===== src/rtl/udp_tx_arbiter_pkg.sv =====
// Shared types and constants for the UDP TX arbiter: requester IDs, FSM states,
// counter width and clock-rate derived default timings.
package udp_tx_arbiter_pkg;

    localparam int unsigned N_REQ  = 3;
    localparam int unsigned IDX_W  = 2;
    localparam int unsigned CNT_W  = 28;
    localparam int unsigned CLK_HZ = 125_000_000;

    // 100 us inter-frame gap and 10 ms watchdog at the system clock rate
    localparam logic [CNT_W-1:0] GAP_DEFAULT     = CNT_W'(CLK_HZ / 10_000);
    localparam logic [CNT_W-1:0] TIMEOUT_DEFAULT = CNT_W'(CLK_HZ / 100);

    localparam logic [IDX_W-1:0] REQ_SENSOR = 2'd0;
    localparam logic [IDX_W-1:0] REQ_ARP    = 2'd1;
    localparam logic [IDX_W-1:0] REQ_STATUS = 2'd2;

    typedef enum logic [2:0] {
        ST_IDLE  = 3'd0,
        ST_GRANT = 3'd1,
        ST_START = 3'd2,
        ST_BUSY  = 3'd3,
        ST_GAP   = 3'd4
    } state_t;

    function automatic logic [N_REQ-1:0] idx_onehot(input logic [IDX_W-1:0] idx);
        return N_REQ'(1) << idx;
    endfunction

endpackage


===== src/rtl/udp_rr_pick.sv =====
// Combinational 3-way round-robin picker: first requester after ptr wins,
// the requester at ptr itself is considered last.
module udp_rr_pick
    import udp_tx_arbiter_pkg::*;
(
    input  logic [N_REQ-1:0] req,
    input  logic [IDX_W-1:0] ptr,
    output logic [N_REQ-1:0] gnt,
    output logic [IDX_W-1:0] idx,
    output logic             any
);

    logic [IDX_W-1:0] order [N_REQ];

    always_comb begin
        case (ptr)
            REQ_SENSOR: order = '{REQ_ARP, REQ_STATUS, REQ_SENSOR};
            REQ_ARP:    order = '{REQ_STATUS, REQ_SENSOR, REQ_ARP};
            default:    order = '{REQ_SENSOR, REQ_ARP, REQ_STATUS};
        endcase
        idx = '0;
        // scan from lowest priority up so the highest-priority hit is written last
        for (int k = N_REQ - 1; k >= 0; k--) begin
            if (req[order[k]]) begin
                idx = order[k];
            end
        end
        any = |req;
        gnt = any ? idx_onehot(idx) : '0;
    end

endmodule


===== src/rtl/udp_tx_arbiter.sv =====
// Round-robin arbiter sharing one UDP TX engine among three frame sources,
// with start pulse, end-strobe sync, watchdog abort and inter-frame gap.
module udp_tx_arbiter
    import udp_tx_arbiter_pkg::*;
#(
    parameter logic [CNT_W-1:0] P_GAP     = GAP_DEFAULT,
    parameter logic [CNT_W-1:0] P_TIMEOUT = TIMEOUT_DEFAULT
) (
    input  logic             clk,
    input  logic             nrst,
    input  logic [N_REQ-1:0] i_req,
    input  logic             i_tx_end,
    output logic [N_REQ-1:0] o_gnt,
    output logic [IDX_W-1:0] o_tx_sel,
    output logic             o_tx_start,
    output logic [N_REQ-1:0] o_done,
    output logic [N_REQ-1:0] o_abort,
    output logic             o_busy
);

    state_t           state, state_nxt;
    logic [CNT_W-1:0] cnt, cnt_nxt;
    logic [IDX_W-1:0] ptr, ptr_nxt;
    logic [IDX_W-1:0] win, win_nxt;
    logic [N_REQ-1:0] win_gnt, win_gnt_nxt;
    logic [N_REQ-1:0] gnt_nxt, done_nxt, abort_nxt;
    logic [IDX_W-1:0] sel_nxt;
    logic             start_nxt, busy_nxt;

    logic [2:0]       end_sync;
    logic             end_edge;

    logic [N_REQ-1:0] pick_gnt;
    logic [IDX_W-1:0] pick_idx;
    logic             pick_any;

    udp_rr_pick u_pick (
        .req (i_req),
        .ptr (ptr),
        .gnt (pick_gnt),
        .idx (pick_idx),
        .any (pick_any)
    );

    // i_tx_end may come from another domain: 3-flop sync, rising edge on the last two
    always_ff @(posedge clk or negedge nrst) begin
        if (!nrst) begin
            end_sync <= '0;
        end else begin
            end_sync <= {end_sync[1:0], i_tx_end};
        end
    end

    assign end_edge = end_sync[1] & ~end_sync[2];

    always_comb begin
        state_nxt   = state;
        ptr_nxt     = ptr;
        win_nxt     = win;
        win_gnt_nxt = win_gnt;
        gnt_nxt     = o_gnt;
        sel_nxt     = o_tx_sel;
        start_nxt   = 1'b0;
        done_nxt    = '0;
        abort_nxt   = '0;

        case (state)
            ST_IDLE: begin
                if (pick_any) begin
                    win_nxt     = pick_idx;
                    win_gnt_nxt = pick_gnt;
                    state_nxt   = ST_GRANT;
                end
            end
            ST_GRANT: begin
                gnt_nxt   = win_gnt;
                sel_nxt   = win;
                state_nxt = ST_START;
            end
            ST_START: begin
                start_nxt = 1'b1;
                state_nxt = ST_BUSY;
            end
            ST_BUSY: begin
                // an end edge on the timeout cycle still counts as a completion
                if (end_edge) begin
                    done_nxt  = win_gnt;
                    ptr_nxt   = win;
                    state_nxt = ST_GAP;
                end else if (cnt >= P_TIMEOUT - CNT_W'(1)) begin
                    abort_nxt = win_gnt;
                    ptr_nxt   = win;
                    state_nxt = ST_GAP;
                end
            end
            ST_GAP: begin
                gnt_nxt = '0;
                if (cnt >= P_GAP - CNT_W'(1)) begin
                    state_nxt = ST_IDLE;
                end
            end
            default: begin
                gnt_nxt   = '0;
                state_nxt = ST_IDLE;
            end
        endcase

        busy_nxt = (state_nxt != ST_IDLE);
        cnt_nxt  = (state_nxt != state) ? '0 : ((&cnt) ? cnt : cnt + CNT_W'(1));
    end

    always_ff @(posedge clk or negedge nrst) begin
        if (!nrst) begin
            state      <= ST_IDLE;
            cnt        <= '0;
            ptr        <= REQ_STATUS;
            win        <= '0;
            win_gnt    <= '0;
            o_gnt      <= '0;
            o_tx_sel   <= '0;
            o_tx_start <= 1'b0;
            o_done     <= '0;
            o_abort    <= '0;
            o_busy     <= 1'b0;
        end else begin
            state      <= state_nxt;
            cnt        <= cnt_nxt;
            ptr        <= ptr_nxt;
            win        <= win_nxt;
            win_gnt    <= win_gnt_nxt;
            o_gnt      <= gnt_nxt;
            o_tx_sel   <= sel_nxt;
            o_tx_start <= start_nxt;
            o_done     <= done_nxt;
            o_abort    <= abort_nxt;
            o_busy     <= busy_nxt;
        end
    end

endmodule


===== config.mk =====
export PLATFORM = sky130hd
export DESIGN_NAME = udp_tx_arbiter
export DESIGN_NICKNAME = d
export VERILOG_FILES = /design/src/rtl/udp_tx_arbiter_pkg.sv /design/src/rtl/udp_rr_pick.sv /design/src/rtl/udp_tx_arbiter.sv
export SDC_FILE = /design/constraint.sdc
export NUM_CORES = 1
export LEC_CHECK = 0
export CORE_ASPECT_RATIO = 1.25
export CORE_MARGIN = 3
export CORE_UTILIZATION = 45
export DETAILED_ROUTE_END_ITERATION = 16
export GPL_ROUTABILITY_DRIVEN = 1
export HOLD_SLACK_MARGIN = 0.1
export MAX_ROUTING_LAYER = met4
export PLACE_DENSITY = 0.67
export SYNTH_ARGS = -nofsm -noshare
export SYNTH_HDL_FRONTEND = slang
export SYNTH_SLANG_ARGS = --single-unit

===== constraint.sdc =====
create_clock -name clk -period 3.9 [get_ports clk]
set_input_delay 0.78 -clock clk [delete_from_list [all_inputs] [get_ports clk]]
set_output_delay 0.78 -clock clk [all_outputs]
set_load 0.005 [all_outputs]

==> results of run 1 <==
==> cells by family after synthesis <==
logic type,Yosys count,share of synthesized area
adders and majority gates,1,0.00417
AOI/OAI and AO/OA,57,0.160
buffers and inverters,18,0.0455
muxes,9,0.0342
DFF,54,0.451
and+or+nand+nor,149,0.288
xor gates and xnor gates,6,0.0175
==> cell usage after synthesis (all sizes together) (2+ instances only) <==
library cell,number,area [um^2]
dfrtp,53,1330
a211oi,16,185
buf,8,80.1
o31ai,5,37.5
o311ai,2,17.5
nor3,19,95.1
a21oi,4,31.3
inv,5,18.8
o211ai,4,30.0
or3,12,77.6
nor2b,3,18.8
o2111ai,2,17.5
and3,13,85.1
nor2,21,78.8
mux2,4,52.6
nand2,20,75.1
o21ai,12,60.1
mux2i,5,50.1
clkbuf,4,25.0
nand4,12,111
xor2,5,43.8
nor4,13,87.6
a21o,2,15.0
nand2b,3,18.8
or4,7,60.1
and2,8,51.3
nand3,14,70.1
==> registers in the layout (all words and copies together), names as in the netlist <==
register and cells:
cnt 28, win_gnt 3, o_busy 1, o_tx_sel 2
win 2, o_gnt 3, state 3, o_done 3
ptr 2, o_tx_start 1, o_abort 3, end_sync 3
==> worst paths after layout <==
| kind | end | slack [ns] | cells after the start |
|---|---|---|---|
| worst max-delay path | cnt[15] | 1.16 | 6 |
| worst min-delay path | end_sync[1] | 0.36 | 0 |
| worst max register to register | cnt[15] | 1.16 | 6 |
| worst min register to register | end_sync[1] | 0.36 | 0 |
| max in group asynchronous | o_busy | 2.62 | 2 |
| min in group asynchronous | cnt[14] | 0.52 | 1 |
==> routing by layer <==
layer,global-route usage,vias to the layer above,share of wire
met5,-,-,0
met4,0.0556,0,0.012
met3,0.0343,10,0.031
met2,0.320,41,0.52
met1,0.252,1149,0.44
li1,-,1153,-
==> worst max-delay path, cell delays in order, from the launching register on <==
cell and delay (ns):
dfrtp_1 0.42, ha_1 0.25, nand3_1 0.15, a211o_1 0.31, a2111o_1 0.50, a21oi_4 0.81, nor3_1 0.14
==> power groups by stage <==
stage	clock network [mW]	logic, mW	registers [mW]
after floorplan	0	0.302	0.715
after global placement	0	0.394	0.744
after detailed placement	0	0.403	0.745
after CTS	0.390	0.403	0.737
after global routing	0.410	0.444	0.751
final	0.381	0.398	0.735
==> stage by stage <==
stage	hold slack (ns)	power (mW)
floorplan	0.331	1.02
global placement	0.333	1.14
detailed placement	0.345	1.15
CTS	0.369	1.53
global route	0.378	1.61
finish	0.362	1.51
==> cell type report <==
cell class	count	area share
tap	85	0.0324
inverter	5	0.00571
timing repair buffer	20	0.0579
clock buffer	7	0.0232
multi-input combinational	222	0.460
clock inverter	1	0.00914
sequential	54	0.412
==> results.sh, run 1 <==
export IMPL_reg2reg_from="cnt[0]"
export IMPL_syn_cell_area_um2=3000
export IMPL_tightest_slew_ns=1.01
export IMPL_viasPerCell=5.97
export IMPL_switching_share=0.328
export IMPL_worstPathRequired_ns=4.05
export IMPL_hold_viol_final=0
export IMPL_rsz0062_at_grt="no"
export IMPL_cap_violations=0
export IMPL_io_buffer_count=18
export IMPL_grt_pass1_wl_mm=11.9
export IMPL_tns_ns=0
export IMPL_drive_gt1_frac=0.146
export IMPL_antenna_found_initial=0
export IMPL_drtIter0Drc=125
export IMPL_clkLatencyLatePin_ns=0.32
export IMPL_nets=315
export IMPL_synthToLayoutAreaGrowth_pct=9.51
export IMPL_place_inst=386
export IMPL_dpl_hpwl_mm=4.91
export IMPL_grt_ovfl_total=0
export IMPL_cp_arrival_ns=2.89
export IMPL_cts_resized=0
export IMPL_p_comb_frac=0.263
export IMPL_synth_main_ff_cell="dfrtp_1"
export IMPL_crit_path_start_kind="register"
export IMPL_grt_pass1_vias=2408
export IMPL_fill_cells=620
export IMPL_place_gp_congestion=0.936
export IMPL_synth_seq_cells=54
export IMPL_fin_cells=394
export IMPL_final_util=0.519
export IMPL_postLayoutCellArea_um2=3280
export IMPL_power_internal_mw=1.02
export IMPL_wire_per_inst_um=17.2
export IMPL_clk_pin_slew_ns=0.10
export IMPL_power_leakage_nw=1.31
export IMPL_power_share_clock=0.251
export IMPL_die_h_um=97.3
export IMPL_worstHoldStart="end_sync[0]"
export IMPL_vias=2353
export IMPL_mostFrequentLayoutCell="dfrtp_1"
export IMPL_register_area_um2=1350
export IMPL_clock_skew_final_ns=0.00814
export IMPL_final_min_clock_period_ns=2.74
export IMPL_htreeDepth=2
export IMPL_synthArstFlopShare=1.00
export IMPL_layout_common_cells="dfrtp_1, nor2_1, nand2_1"
export IMPL_fmax_mhz=365
export IMPL_rows=32
export IMPL_first_pass_iters=4
export IMPL_grtUsageTotal=0.197
export IMPL_fin_crit_sh=0.703
export IMPL_ctsHoldBuffers=0
export IMPL_tritoncts="yes"
export IMPL_die_w_um=79.0
export IMPL_crit_fanout=28
export IMPL_drc=0
export IMPL_hold_path_class="reg2reg"
export IMPL_syn_nets=301
export IMPL_slew_headroom=0.321
export IMPL_synth_edf_count=0
export IMPL_syn_area_per_cell_um2=10.2
export IMPL_die_area_um2=7690
export IMPL_grt_max_degree=34
export IMPL_detail_route_antenna_nets=0
export IMPL_setup_worst_path_end_class="register"
export IMPL_max_vdd_ir_drop_uv=312
export IMPL_synthCells=294
export IMPL_multi_input_area_um2=1510
export IMPL_drt_wl_total_mm=6.79
export IMPL_slew_viol_final=0
export IMPL_setup_viol=0
export IMPL_ys_warnings_count=0
export IMPL_switching_power_mw=0.496
export IMPL_cts_sinks=54
export IMPL_cellPowerDensity_nw_per_um2=461
export IMPL_clk_path_buf_depth=2
export IMPL_netlist_cell_type_count=60
export IMPL_core_um2=6330
export IMPL_crit_type="reg2reg"
export IMPL_post_place_ws_ns=1.16
export IMPL_numCtsBuffers=5
export IMPL_diodes=0
export IMPL_initial_core_util=0.474
export IMPL_io_pins=19
export IMPL_post_cts_buffers=0
export IMPL_fin_ws_ns=1.16
export IMPL_ys_seq_area_frac=0.451
export IMPL_clock_root_buffer="clkbuf_8"
export IMPL_cp_startpoint="cnt[0]"
export IMPL_power_frac_seq=0.486
export IMPL_status="complete, no violations"
export IMPL_place_area_um2=3180
(Power assumes the default switching activity.)
==> run 2: changes to the inputs <==
--- a/config.mk
+++ b/config.mk
@@ -12,7 +12,7 @@
 export GPL_ROUTABILITY_DRIVEN = 1
 export HOLD_SLACK_MARGIN = 0.1
 export MAX_ROUTING_LAYER = met4
-export PLACE_DENSITY = 0.67
+export PLACE_DENSITY = 0.7
 export SYNTH_ARGS = -nofsm -noshare
 export SYNTH_HDL_FRONTEND = slang
 export SYNTH_SLANG_ARGS = --single-unit
==> constraint.sdc (replaced) <==
create_clock -name clk -period 2.4 [get_ports clk]
set_input_delay 0.48 -clock clk [delete_from_list [all_inputs] [get_ports clk]]
set_output_delay 0.48 -clock clk [all_outputs]
set_load 0.005 [all_outputs]
==> run 2 against run 1 <==
Effect of this change:
- register-to-register slack got worse by 1.0 ns
- global-route usage increased by 0.59 points
- worst hold slack got worse by 0.0045 ns
- total power increased by 69%
- first-iteration DRC count increased by 70%
- utilization increased by 2.9 points
- largest cell class unchanged
- design area increased by 5.6%
- die area unchanged
- setup slack got worse by 1.0 ns
- largest power group unchanged
- cell count increased by 4.8%
- non-clock buffer count increased by 19
- clock-buffer cell count unchanged
==> results.sh, run 2 (synthesized netlist as in run 1, its figures left out) <==
export IMPL_die_w_um=79.0
export IMPL_crit_chain="ha_1 > nand3_1 > a211o_1 > a2111o_1 > a31o_1 > mux2_4"
export IMPL_grt_ovfl_total=0
export IMPL_crit_path_start_kind="register"
export IMPL_cellPowerDensity_nw_per_um2=740
export IMPL_crit_fanout=5
export IMPL_status="complete, no violations"
export IMPL_place_gp_congestion=0.934
export IMPL_tritoncts="yes"
export IMPL_register_area_um2=1350
export IMPL_mostFrequentLayoutCell="dfrtp_1"
export IMPL_htreeDepth=2
export IMPL_wire_per_inst_um=17.0
export IMPL_clk_path_buf_depth=2
export IMPL_crit_type="reg2reg"
export IMPL_tns_ns=0
export IMPL_fmax_mhz=439
export IMPL_layout_common_cells="dfrtp_1, nor2_1, nand2_1"
export IMPL_detail_route_antenna_nets=0
export IMPL_setup_viol=0
export IMPL_dpl_hpwl_mm=5.27
export IMPL_crit_family="compound AO/OA/AOI/OAI gates"
export IMPL_drc=0
export IMPL_hold_viol_final=0
export IMPL_reg2reg_from="cnt[0]"
export IMPL_nets=334
export IMPL_io_pins=19
export IMPL_clock_skew_final_ns=0.00680
export IMPL_multi_input_area_um2=1530
export IMPL_antenna_found_initial=0
export IMPL_cp_arrival_ns=2.48
export IMPL_clkLatencyLatePin_ns=0.31
export IMPL_tightest_slew_ns=0.468
export IMPL_worstPathRequired_ns=2.60
export IMPL_drive_gt1_frac=0.198
export IMPL_crit_buf_inv=0
export IMPL_grt_max_degree=29
export IMPL_slew_viol_final=0
export IMPL_total_power_mw=2.56
export IMPL_vias=2434
export IMPL_die_area_um2=7690
export IMPL_rsz0062_at_grt="no"
export IMPL_setup_worst_path_end_class="register"
export IMPL_worstHoldStart="end_sync[0]"
export IMPL_clk_pin_slew_ns=0.10
export IMPL_synthToLayoutAreaGrowth_pct=15.6
export IMPL_initial_core_util=0.474
export IMPL_max_stage_delay_ns=0.50
export IMPL_cap_violations=0
export IMPL_max_flop_register="cnt"
export IMPL_post_place_ws_ns=0.135
export IMPL_die_h_um=97.3
export IMPL_largest_reg_flops=28
export IMPL_grt_pass1_vias=2503
export IMPL_fin_crit_sh=0.949
export IMPL_slew_headroom=0.685
export IMPL_first_pass_iters=4
export IMPL_slowest_stage="a2111o_1"
export IMPL_final_min_clock_period_ns=2.28
export IMPL_grtUsageTotal=0.203
export IMPL_power_leakage_nw=1.44
export IMPL_diodes=0
export IMPL_cts_sinks=54
export IMPL_clock_root_buffer="clkbuf_8"
export IMPL_hold_path_class="reg2reg"
export IMPL_drt_wl_total_mm=7.02
export IMPL_cp_startpoint="cnt[0]"
export IMPL_fin_ws_ns=0.122
export IMPL_rows=32
export IMPL_drtIter0Drc=213
export IMPL_fill_cells=587
export IMPL_viasPerCell=5.89
export IMPL_numCtsBuffers=5
export IMPL_core_um2=6330
export IMPL_max_vdd_ir_drop_uv=471
export IMPL_grt_pass1_wl_mm=12.2
export IMPL_io_buffer_count=18
-- run 2: cell count changes in the layout (fill, tap and decap cells not counted) --
cell           previous run  this run
nor4_4                    0         1
buf_4                     2        19
nor4_1                   12        11
dlygate4sd3_1             0         1
clkbuf_8                  5         6
buf_12                    0         1
clkbuf_1                  2         1
-- run 2: metal layers --
| metal | vias to the layer above | GRT usage | part of all wire | wire [um] |
|---|---|---|---|---|
| met5 | - | - | 0 | 0 |
| met3 | 10 | 0.0325 | 0.031 | 217 |
| met1 | 1180 | 0.264 | 0.45 | 3180 |
| li1 | 1189 | - | - | - |
| met2 | 55 | 0.324 | 0.50 | 3520 |
| met4 | 0 | 0.0648 | 0.015 | 107 |
-- run 2: final cells by class --
| cell class | instances | area share |
|---|---|---|
| Clock inverter | 1 | 0.00866 |
| Clock buffer | 7 | 0.0249 |
| Inverter | 5 | 0.00541 |
| Multi-Input combinational cell | 222 | 0.440 |
| Timing Repair Buffer | 39 | 0.100 |
| Sequential cell | 54 | 0.390 |
| Tap cell | 85 | 0.0307 |
-- run 2: what timing repair did --
item	CTS	global route
gates resized for setup	0	2
hold buffers	1	0
setup endpoints to repair	0	4
hold endpoints to repair	16	0
buffers inserted	0	0
-- run 2: worst paths after layout --
check                         endpoint  slack (ns)  depth (start not counted)
max                             ptr[0]        0.12                          6
min                        end_sync[1]        0.36                          0
max reg2reg                     ptr[0]        0.12                          6
min reg2reg                end_sync[1]        0.36                          0
max in group asynchronous       ptr[1]        1.08                          3
min in group asynchronous      cnt[13]        0.63                          2
-- run 2: per-stage QoR --
stage,area [um^2],utilization,hold WS [ns],instances
after global placement,3330,0.526,0.333,404
after CTS,3450,0.546,0.360,413
after floorplan,3000,-,0.184,294
after detailed placement,3330,0.526,0.337,404
after global routing,3470,0.548,0.363,413
final,3470,0.548,0.357,413
-- run 2: power breakdown --
group / internal [mW] / switching (mW) / total [mW]
Clock: 0.341 / 0.300 / 0.640
Sequential: 1.06 / 0.136 / 1.19
Combinational: 0.346 / 0.383 / 0.729
